File: src/rtl/limiter_pkg.sv
// Shared constants and FSM encoding for the peak limiter.
package limiter_pkg;

   localparam int GAIN_W     = 9;
   localparam int GAIN_FRAC  = 8;
   localparam int UNITY_GAIN = 256;
   localparam int GAIN_MIN   = 16;

   typedef enum logic [1:0] {
      IDLE,
      SCALE,
      CLAMP,
      OUTPUT
   } state_t;

endpackage

File: src/rtl/limiter_gain_ctrl.sv
// Gain register (Q1.8) with fast multiplicative attack and slow +1 release.
module limiter_gain_ctrl
   import limiter_pkg::*;
#(
   parameter int ATTACK_SHIFT   = 2,
   parameter int RELEASE_PERIOD = 64
) (
   input  logic              clock,
   input  logic              reset,
   input  logic              update,
   input  logic              over,
   output logic [GAIN_W-1:0] gain
);

   localparam int CNT_W = (RELEASE_PERIOD > 1) ? $clog2(RELEASE_PERIOD) : 1;

   logic [CNT_W-1:0]  rel_cnt;
   logic [GAIN_W-1:0] attacked;

   assign attacked = gain - (gain >> ATTACK_SHIFT);

   always_ff @(posedge clock or negedge reset) begin
      if (!reset) begin
         gain    <= GAIN_W'(UNITY_GAIN);
         rel_cnt <= '0;
      end else if (update) begin
         if (over) begin
            gain    <= (attacked < GAIN_W'(GAIN_MIN)) ? GAIN_W'(GAIN_MIN) : attacked;
            rel_cnt <= '0;
         end else if (rel_cnt == CNT_W'(RELEASE_PERIOD - 1)) begin
            rel_cnt <= '0;
            if (gain < GAIN_W'(UNITY_GAIN))
               gain <= gain + GAIN_W'(1);
         end else begin
            rel_cnt <= rel_cnt + CNT_W'(1);
         end
      end
   end

endmodule

File: src/rtl/peak_limiter.sv
// Sample limiter: IDLE -> SCALE (x*gain) -> CLAMP (to +/-threshold) -> OUTPUT.
// Define PEAK_LIMITER_RELEASE_EN for attack/release gain; otherwise gain is fixed unity.
module peak_limiter
   import limiter_pkg::*;
#(
   parameter int WIDTH          = 12,
   parameter int ATTACK_SHIFT   = 2,
   parameter int RELEASE_PERIOD = 64
) (
   input  logic                    clock,
   input  logic                    reset,
   input  logic                    start,
   input  logic signed [WIDTH-1:0] incoming_sample,
   input  logic        [WIDTH-2:0] threshold,
   output logic signed [WIDTH-1:0] limited_sample,
   output logic                    done,
   output logic       [GAIN_W-1:0] gain
);

   localparam int PW = WIDTH + GAIN_W;

   if (ATTACK_SHIFT < 0 || RELEASE_PERIOD < 1 || WIDTH < 2) begin : g_bad_cfg
      $error("peak_limiter: invalid parameter set");
   end

   state_t                  state;
   logic signed [WIDTH-1:0] x_reg;
   logic        [WIDTH-2:0] thr_reg;
   logic signed [WIDTH-1:0] scaled;
   logic signed [PW-1:0]    product;
   logic signed [WIDTH-1:0] scaled_next;
   logic signed [WIDTH:0]   scaled_ext;
   logic        [WIDTH:0]   mag;
   logic signed [WIDTH-1:0] thr_s;
   logic signed [WIDTH-1:0] clamped;
   logic                    over;

   // gain <= unity keeps x*gain>>8 inside WIDTH, so the truncating cast is lossless
   assign product     = $signed({{GAIN_W{x_reg[WIDTH-1]}}, x_reg}) * $signed({{WIDTH{1'b0}}, gain});
   assign scaled_next = WIDTH'(product >>> GAIN_FRAC);

   // one extra bit so the most negative value has a representable magnitude
   assign scaled_ext = {scaled[WIDTH-1], scaled};
   assign mag        = scaled_ext[WIDTH] ? $unsigned(-scaled_ext) : $unsigned(scaled_ext);
   assign over       = mag > {2'b00, thr_reg};
   assign thr_s      = $signed({1'b0, thr_reg});
   assign clamped    = !over ? scaled : (scaled[WIDTH-1] ? -thr_s : thr_s);

   always_ff @(posedge clock or negedge reset) begin
      if (!reset) begin
         state          <= IDLE;
         x_reg          <= '0;
         thr_reg        <= '0;
         scaled         <= '0;
         limited_sample <= '0;
         done           <= 1'b0;
      end else begin
         done <= 1'b0;
         case (state)
            IDLE: begin
               if (start) begin
                  x_reg   <= incoming_sample;
                  thr_reg <= threshold;
                  state   <= SCALE;
               end
            end
            SCALE: begin
               scaled <= scaled_next;
               state  <= CLAMP;
            end
            CLAMP: begin
               limited_sample <= clamped;
               done           <= 1'b1;
               state          <= OUTPUT;
            end
            OUTPUT:  state <= IDLE;
            default: state <= IDLE;
         endcase
      end
   end

`ifdef PEAK_LIMITER_RELEASE_EN
   logic over_reg;

   always_ff @(posedge clock or negedge reset) begin
      if (!reset)
         over_reg <= 1'b0;
      else if (state == CLAMP)
         over_reg <= over;
   end

   limiter_gain_ctrl #(
      .ATTACK_SHIFT  (ATTACK_SHIFT),
      .RELEASE_PERIOD(RELEASE_PERIOD)
   ) u_gain_ctrl (
      .clock (clock),
      .reset (reset),
      .update(state == OUTPUT),
      .over  (over_reg),
      .gain  (gain)
   );
`else
   assign gain = GAIN_W'(UNITY_GAIN);
`endif

endmodule
File: config.mk
export PLATFORM = sky130hd
export DESIGN_NAME = peak_limiter
export DESIGN_NICKNAME = d
export VERILOG_FILES = /design/src/rtl/limiter_pkg.sv /design/src/rtl/limiter_gain_ctrl.sv /design/src/rtl/peak_limiter.sv
export SDC_FILE = /design/constraint.sdc
export NUM_CORES = 1
export LEC_CHECK = 0
export CAP_MARGIN = 0
export CORE_UTILIZATION = 40
export DETAILED_ROUTE_END_ITERATION = 12
export DONT_BUFFER_PORTS = 1
export SETUP_SLACK_MARGIN = 0.15
export SLEW_MARGIN = 20
export SYNTH_ARGS = -nofsm -noshare
export SYNTH_HDL_FRONTEND = slang
export SYNTH_SLANG_ARGS = --single-unit
File: constraint.sdc
create_clock -name clock -period 5.2 [get_ports clock]
set_input_delay 0.78 -clock clock [delete_from_list [all_inputs] [get_ports clock]]
set_output_delay 0.78 -clock clock [all_outputs]
set_load 0.03 [all_outputs]
==> Word-level counts from Yosys, hierarchy flattened <==
Index checks and enable logic that the tools add are counted.
Widths: inputs -> output; s select.
{ "word_totals": {"register_bits": 50, "input_bits": 26, "elab_cells": 21} }
{ "classes": {"add_sub_neg": 2, "order_cmp": 1, "eq_ne": 4, "muxes": 6, "reduce_logical": 2} }
{ "ops": {"columns": ["cell", "n"], "rows": [
  ["$mux 12", 2],
  ["$gt 13x11->1", 1],
  ["$mux 13", 1],
  ["$neg 12->13", 1],
  ["$neg 11->12", 1],
  ["$pmux 2 s4", 1],
  ["$eq 2x2->1 const B", 2],
  ["$eq 2x1->1 const B", 1],
  ["$logic_not 2->1", 1],
  ["$mux 2", 1],
  ["$ne 2x2->1 const B", 1],
  ["$reduce_and 2->1", 1],
  ["$mux 1", 1]
]} }

==> Logic depth before layout (Yosys ltp) <==
Gate-level depths: netlist of the first run.
{ "depth": {"ltp_word": 4, "depth_mapped": 12} }

==> Worst setup path before layout of the first run <==
OpenSTA, ideal clock, no wires.
{ "synth_path": {"kind": "register to register", "startpoint": "register scaled[4]", "endpoint": "register limited_sample[6]", "arrival_ns": 3.112, "setup_slack_ns": 1.989, "stages_incl_launch_ff": 10, "synth_period_minus_slack_ns": 3.211, "cell_sequence": "dfrtp_1 -> or4_4 -> or2_2 -> o31ai_1 -> xnor2_1 -> ha_1 -> o21a_1 -> a211oi_1 -> a2111oi_4 -> a311oi_1"} }
{ "synth_between": {"elab_chain_cells": 4} }
{ "synth_rtl": {"columns": ["item", "line_no", "rtl"], "rows": [
  ["start: declaration", "peak_limiter.sv:29", "logic signed [WIDTH-1:0] scaled;"],
  ["start signal: assignment", "peak_limiter.sv:68", "scaled <= scaled_next;"],
  ["$neg 12->13", "peak_limiter.sv:44", "assign mag = scaled_ext[WIDTH] ? $unsigned(-scaled_ext) : $unsigned(scaled_ext);"],
  ["$mux 13 (*)", "peak_limiter.sv:44", null],
  ["$gt 13x11->1 (*)", "peak_limiter.sv:45", "assign over = mag > {2'b00, thr_reg};"],
  ["$mux 12 (*)", "peak_limiter.sv:47", "assign clamped = !over ? scaled : (scaled[WIDTH-1] ? -thr_s : thr_s);"],
  ["end signal: assignment", "peak_limiter.sv:72", "limited_sample <= clamped;"],
  ["end: declaration", "peak_limiter.sv:15", "output logic signed [WIDTH-1:0] limited_sample,"]
]} }
Every way passes the cells marked *; elsewhere a longest branch is shown, timed or not.
A chain may end at the register's enable or synchronous reset.

==> Worst setup path in the final report of the first run <==
{ "layout_path": {"startpoint": "register scaled[4]", "endpoint": "register limited_sample[11]"} }
The elaborated chain is that of the path after synthesis.

==> impl_metrics.tcl, run 1 <==
set metrics [dict create \
    yosysUniqueCellTypes 44 \
    fin_tns_setup_ns 0 \
    max_cap_viol_count 0 \
    layout_common_cells "dfrtp_1 (50), mux2_2 (31), nand2_1 (22), inv_1 (19)" \
    power_w 0.00232 \
    fin_crit_ns 3.60 \
    synthXorXnorAreaFrac 0.0527 \
    async_flop_share 1.00 \
    synth-seq-cells 50 \
    drc 0 \
    num_vias 2061 \
    fmax_mhz 278 \
    syn-cell-area_um2 2990 \
    htreeDepth 2 \
    die_h_um 88.5 \
    hold_buffers 0 \
    hold_viol 0 \
    synthAdderAreaFrac 0.0710 \
    core-area_um2 7250 \
    cts.sinks 50 \
    clock-root-buffer "clkbuf_8" \
    ir_worst_vdd_mv 0.333 \
    status "finished clean" \
    synth_area_leaders "dfrtp_1 (42%), mux2_2 (12%), ha_1 (7.1%)" \
    synth_top_cell_by_area "dfrtp_1" \
    dr.first_iter.drc_count 154 \
    grt_pass1_vias 1997 \
    gp_congestion 0.894 \
    ys_seq_area_frac 0.418 \
    nNetsFinal 322 \
    syn_to_final_growth_pct 3.80 \
    rows 31 \
    cts_setup_buffers 0 \
    synthesis.instances 285 \
    drt-vias-per-instance 5.45 \
    cts_resized 0 \
    wirelength_um 6110 \
    die_area_um2 7830 \
    yosys_most_used_dff "dfrtp_1" \
    synth-edff-count 0 \
    cts_max_path_buffers 2 \
    die_w_um 88.5 \
    worstSkewPairLatency_ns 0.31 \
    synth_mux_area_frac 0.130 \
    antenna_cells 0 \
    fin_skew_ns 0.00813 \
    grt_use_total 0.173 \
    slew_headroom 0.378 \
    final_antenna_net_count 0 \
    grt_remaining_overflow 0 \
    path_clk_slew_ns 0.09 \
    yosysTopAreaCellShare 0.418 \
    hold_class "in2async" \
    critPathKind "reg2reg" \
    cts_buffers 5 \
    cts_tree "yes" \
    drt_first_pass_iters 4 \
    worst-path-max-fanout 14 \
    synth_top_family_by_area "compound AO/OA/AOI/OAI gates" \
    synth-simple-area-share 0.110 \
    final_common_cell "dfrtp_1" \
    synth_area_per_cell_um2 10.5 \
    worstPathRequired_ns 5.43 \
    period_share 0.692 \
    synth-compound-area-share 0.150 \
    dpl.hpwl_um 4620 \
    setup_viol 0 \
    post-route-util 0.428 \
    ios 48 \
    grt_max_degree 51 \
    grt_pass1_wl_um 10200 \
    drive_gt1_frac 0.165 \
    rsz0062_at_grt "false" \
    drv_slew 0 \
    power_density_nw_per_um2 746 \
    cellLeakagePower_nw 1.29 \
    ys_warn_count 0 \
    io_buffers 0 \
    fillers 731 \
    worst_pin_slew_ns 0.927 \
    cp-end-kind "flop" \
    antenna_found_initial 0 \
    cp_data_arrival_time_ns 3.83 \
    start_util 0.413 \
    worstSetupStartpointType "flop" \
    post_drt_wl_per_cell_um 16.2 \
]
path summary, 6_finish.rpt:
| path | cells after the start | endpoint | slack, ns | from |
|---|---|---|---|---|
| worst min register to register | 2 | scaled[1] | 0.49 | x_reg[1] |
| worst min-delay path | 0 | thr_reg[6] | 0.16 | reset |
| min in group clock | 2 | scaled[1] | 0.49 | x_reg[1] |
| worst max register to register | 10 | limited_sample[11] | 1.60 | scaled[4] |
| max in group asynchronous | 0 | thr_reg[7] | 4.95 | reset |
| worst max-delay path | 10 | limited_sample[11] | 1.60 | scaled[4] |
per-layer routing:
metal	up-vias	global-route usage	wire, µm
met5	-	0	0
met4	0	0.0557	113
met3	11	0.0382	275
li1	1002	-	-
met2	49	0.266	2790
met1	999	0.243	2920
where the power goes:
group,internal [W],switching (W)
clock network,0.0000925,0.000127
logic,0.000553,0.000639
registers,0.000588,0.000320
total,0.00123,0.00109
per-stage QoR:
step	worst slack [ns]	std cells	hold WS [ns]	area (µm²)
floorplan	1.99	292	0.448	3020
global placement	1.73	371	0.466	3030
detailed placement	1.65	371	0.475	3030
CTS	1.63	378	0.148	3110
global route	1.30	378	0.134	3110
finish	1.60	378	0.160	3110
synthesized netlist by cell type, types with 2 or more instances:
cell,count
dfrtp_1,50
mux2_2,31
nand2_1,22
inv_1,19
o21ai_0,18
xnor2_1,18
ha_1,17
buf_4,10
nand3_1,8
o2111ai_1,8
o31ai_1,8
or3_1,7
clkbuf_1,6
nor2_1,5
nor3_1,5
a21oi_1,4
a2bb2oi_1,4
buf_1,4
mux2i_1,4
nor4_1,4
a211oi_1,3
nand2b_1,3
a31oi_1,2
conb_1,2
o41ai_1,2
or4_1,2
or4_4,2
critical path: stages (launching register included):
cell,delay (ns)
dfrtp_1,0.45
or4_4,0.57
or2_2,0.32
o31ai_1,0.24
xnor2_1,0.10
ha_1,0.30
nand4_1,0.12
nor4_1,0.58
nand2_1,0.45
o211a_1,0.26
o2bb2ai_1,0.16
logic make-up after synthesis:
family / after synthesis
XOR/XNOR: 18
multiplexers: 35
other: 2
AND/OR/NAND/NOR: 63
buffers and inverters: 41
AO/OA/AOI/OAI: 59
flip-flops: 50
adder cells (fa/ha/maj): 17
final cells by class:
type                       instances  area (µm²)  area share
clock inverter                     1        7.51     0.00242
multi-input combinational        201        1570       0.505
tap                               99         124      0.0399
clock buffer                       6        72.6      0.0233
sequential                        50        1250       0.403
inverter                          20        75.1      0.0242
timing repair buffer               1        7.51     0.00242
(Power assumes the default switching activity.)
==> run 2: changes to the inputs <==
- clock period: 5.2 -> 2.9 ns (I/O delays scaled with it)
==> run 2 against run 1 <==
Net effect: the run now ends with negative setup slack left; hold slack improved by 0.11 ns; cell count up 9.5%; die area did not move; non-clock buffer count rose by 34; critical path type unchanged; largest cell class unchanged.
==> impl_metrics.tcl, run 2 (synthesis gave the netlist of run 1 again) <==
set metrics [dict create \
    drv_slew 0 \
    power_w 0.00490 \
    wl_met1_um 3050 \
    path_clk_slew_ns 0.09 \
    antenna_found_initial 0 \
    design_area_um2 3530 \
    cts_tree "yes" \
    io_buffers 0 \
    drc 0 \
    critPathKind "reg2reg" \
    num_vias 2230 \
    hold_viol 0 \
    r2r_slack_ns -0.05 \
    dpl_cell_area_um2 3260 \
    violations "negative setup slack" \
    syn_to_final_growth_pct 17.8 \
    cp-startpoint "scaled[4]" \
    cp_data_arrival_time_ns 3.19 \
    final_common_cell "dfrtp_1" \
    cp_num_buf_inv 2 \
    worstPathRequired_ns 3.13 \
    min_from "incoming_sample[3]" \
    worst-path-max-fanout 4 \
    worstSkewPairLatency_ns 0.30 \
    ios 48 \
    cp_cell_sequence "or4_4 -> or2_4 -> o31ai_4 -> xnor2_1 -> ha_1 -> a211oi_2 -> o21ai_2 -> buf_4 -> a211oi_4 -> buf_4 -> a211oi_4 -> o21ai_1" \
    slew_headroom 0.627 \
    htreeDepth 2 \
    cellLeakagePower_nw 1.50 \
    hold_class "in2reg" \
    fin_skew_ns 0.00295 \
    cp_slowest_cell "or4_4" \
    fin_tns_setup_ns -0.394 \
    setup_viol 11 \
    final_antenna_net_count 0 \
    drive_gt1_frac 0.305 \
    fillers 681 \
    post_drt_wl_per_cell_um 15.6 \
    clock-root-buffer "clkbuf_8" \
    reg2reg_depth 12 \
    worst_pin_slew_ns 0.559 \
    r2r-end "limited_sample[1]" \
    rsz0062_at_grt "true" \
    antenna_cells 0 \
    drt-vias-per-instance 5.39 \
    crit_family "compound AO/OA/AOI/OAI gates" \
    fin_crit_ns 2.95 \
    rows 31 \
    cts_max_path_buffers 2 \
    grt_remaining_overflow 0 \
    status "complete, but fails checks" \
    met3WireLength_um 363 \
    dr.first_iter.drc_count 143 \
    start_util 0.413 \
    fmax_mhz 338 \
    place_ws_ns -0.0810 \
    post-route-util 0.486 \
    grt_use_total 0.178 \
    die_w_um 88.5 \
    grt_pass1_wl_um 10600 \
    dr_wl_met2_um 2980 \
    grt_pass1_vias 2103 \
    nNetsFinal 357 \
    holdPathStages 1 \
    ir_worst_vdd_mv 0.674 \
    worstSetupStartpointType "flop" \
    power_density_nw_per_um2 1390 \
    layout_common_cells "dfrtp_1 (50), mux2_2 (31), buf_4 (31), nand2_1 (22), inv_1 (19)" \
    die_h_um 88.5 \
    dpl.hpwl_um 4830 \
    worst_path_largest_cell_delay_ns 0.53 \
    grt_max_degree 51 \
    holdPathEnd "x_reg[3]" \
    gp_congestion 0.840 \
    wirelength_um 6480 \
    core-area_um2 7250 \
    layout_setup_ws_ns -0.0549 \
    top_layer_used "met4" \
    cts.sinks 50 \
    r2r-start "scaled[4]" \
    drt_first_pass_iters 4 \
    die_area_um2 7830 \
    period_share 1.02 \
    max_cap_viol_count 0 \
    cts_buffers 5 \
    cp-end-kind "flop" \
]
## run 2: cell types whose count changed in the layout (fill, tap and decap cells not counted), sizes merged
cell	change
buf	+33
a211o	+1
dlygate4sd3	+1
inv	+1
## run 2: worst register-to-register path: cells and delay by family (launching register included)
family / cells / cell delay [ns]
compound gates: 6 / 1.08
xor+xnor: 1 / 0.09
fa+ha+maj: 1 / 0.21
buf+inv: 2 / 0.34
flops: 1 / 0.39
simple gates: 2 / 0.78
## run 2: what timing repair did
action,in CTS,in global routing
hold buffers,2,0
endpoints found under the hold margin,50,0
gates cloned,1,1
setup buffers,2,3
gates resized for setup,9,7
pin swaps,11,6
setup endpoints to repair,12,12
## run 2: power breakdown
part / switching, W / leakage, nW / total [W] / internal, W
clock: 0.000239 / 0.0478 / 0.000435 / 0.000197
sequential: 0.000470 / 0.603 / 0.00152 / 0.00105
combinational: 0.00152 / 0.846 / 0.00294 / 0.00141
total: 0.00223 / 1.50 / 0.00490 / 0.00267
## run 2: final cells by class
type | count | area, µm² | area share
Sequential cell | 50 | 1250 | 0.355
Multi-Input combinational cell | 202 | 1690 | 0.480
Clock buffer | 6 | 82.6 | 0.0234
Timing Repair Buffer | 35 | 287 | 0.0812
Tap cell | 99 | 124 | 0.0351
Inverter | 20 | 75.1 | 0.0213
Clock inverter | 2 | 16.3 | 0.00461
## run 2: worst max-delay path by stage
stage / endpoint / cells after the start
floorplan: limited_sample[11] / 11
CTS: limited_sample[10] / 9
finish: limited_sample[1] / 12
global route: limited_sample[10] / 9
global placement: limited_sample[10] / 9
detailed placement: limited_sample[9] / 10
## run 2: metrics by stage
stage,std cells,hold slack (ns)
floorplan,292,0.139
global placement,397,0.140
detailed placement,397,0.141
CTS,410,0.264
global route,414,0.255
finish,414,0.272
## run 2: per-layer routing
| metal | vias to the layer above | track usage |
|---|---|---|
| li1 | 1079 | - |
| met1 | 1071 | 0.248 |
| met2 | 72 | 0.281 |
| met3 | 8 | 0.0373 |
| met4 | 0 | 0.0499 |
| met5 | - | 0 |
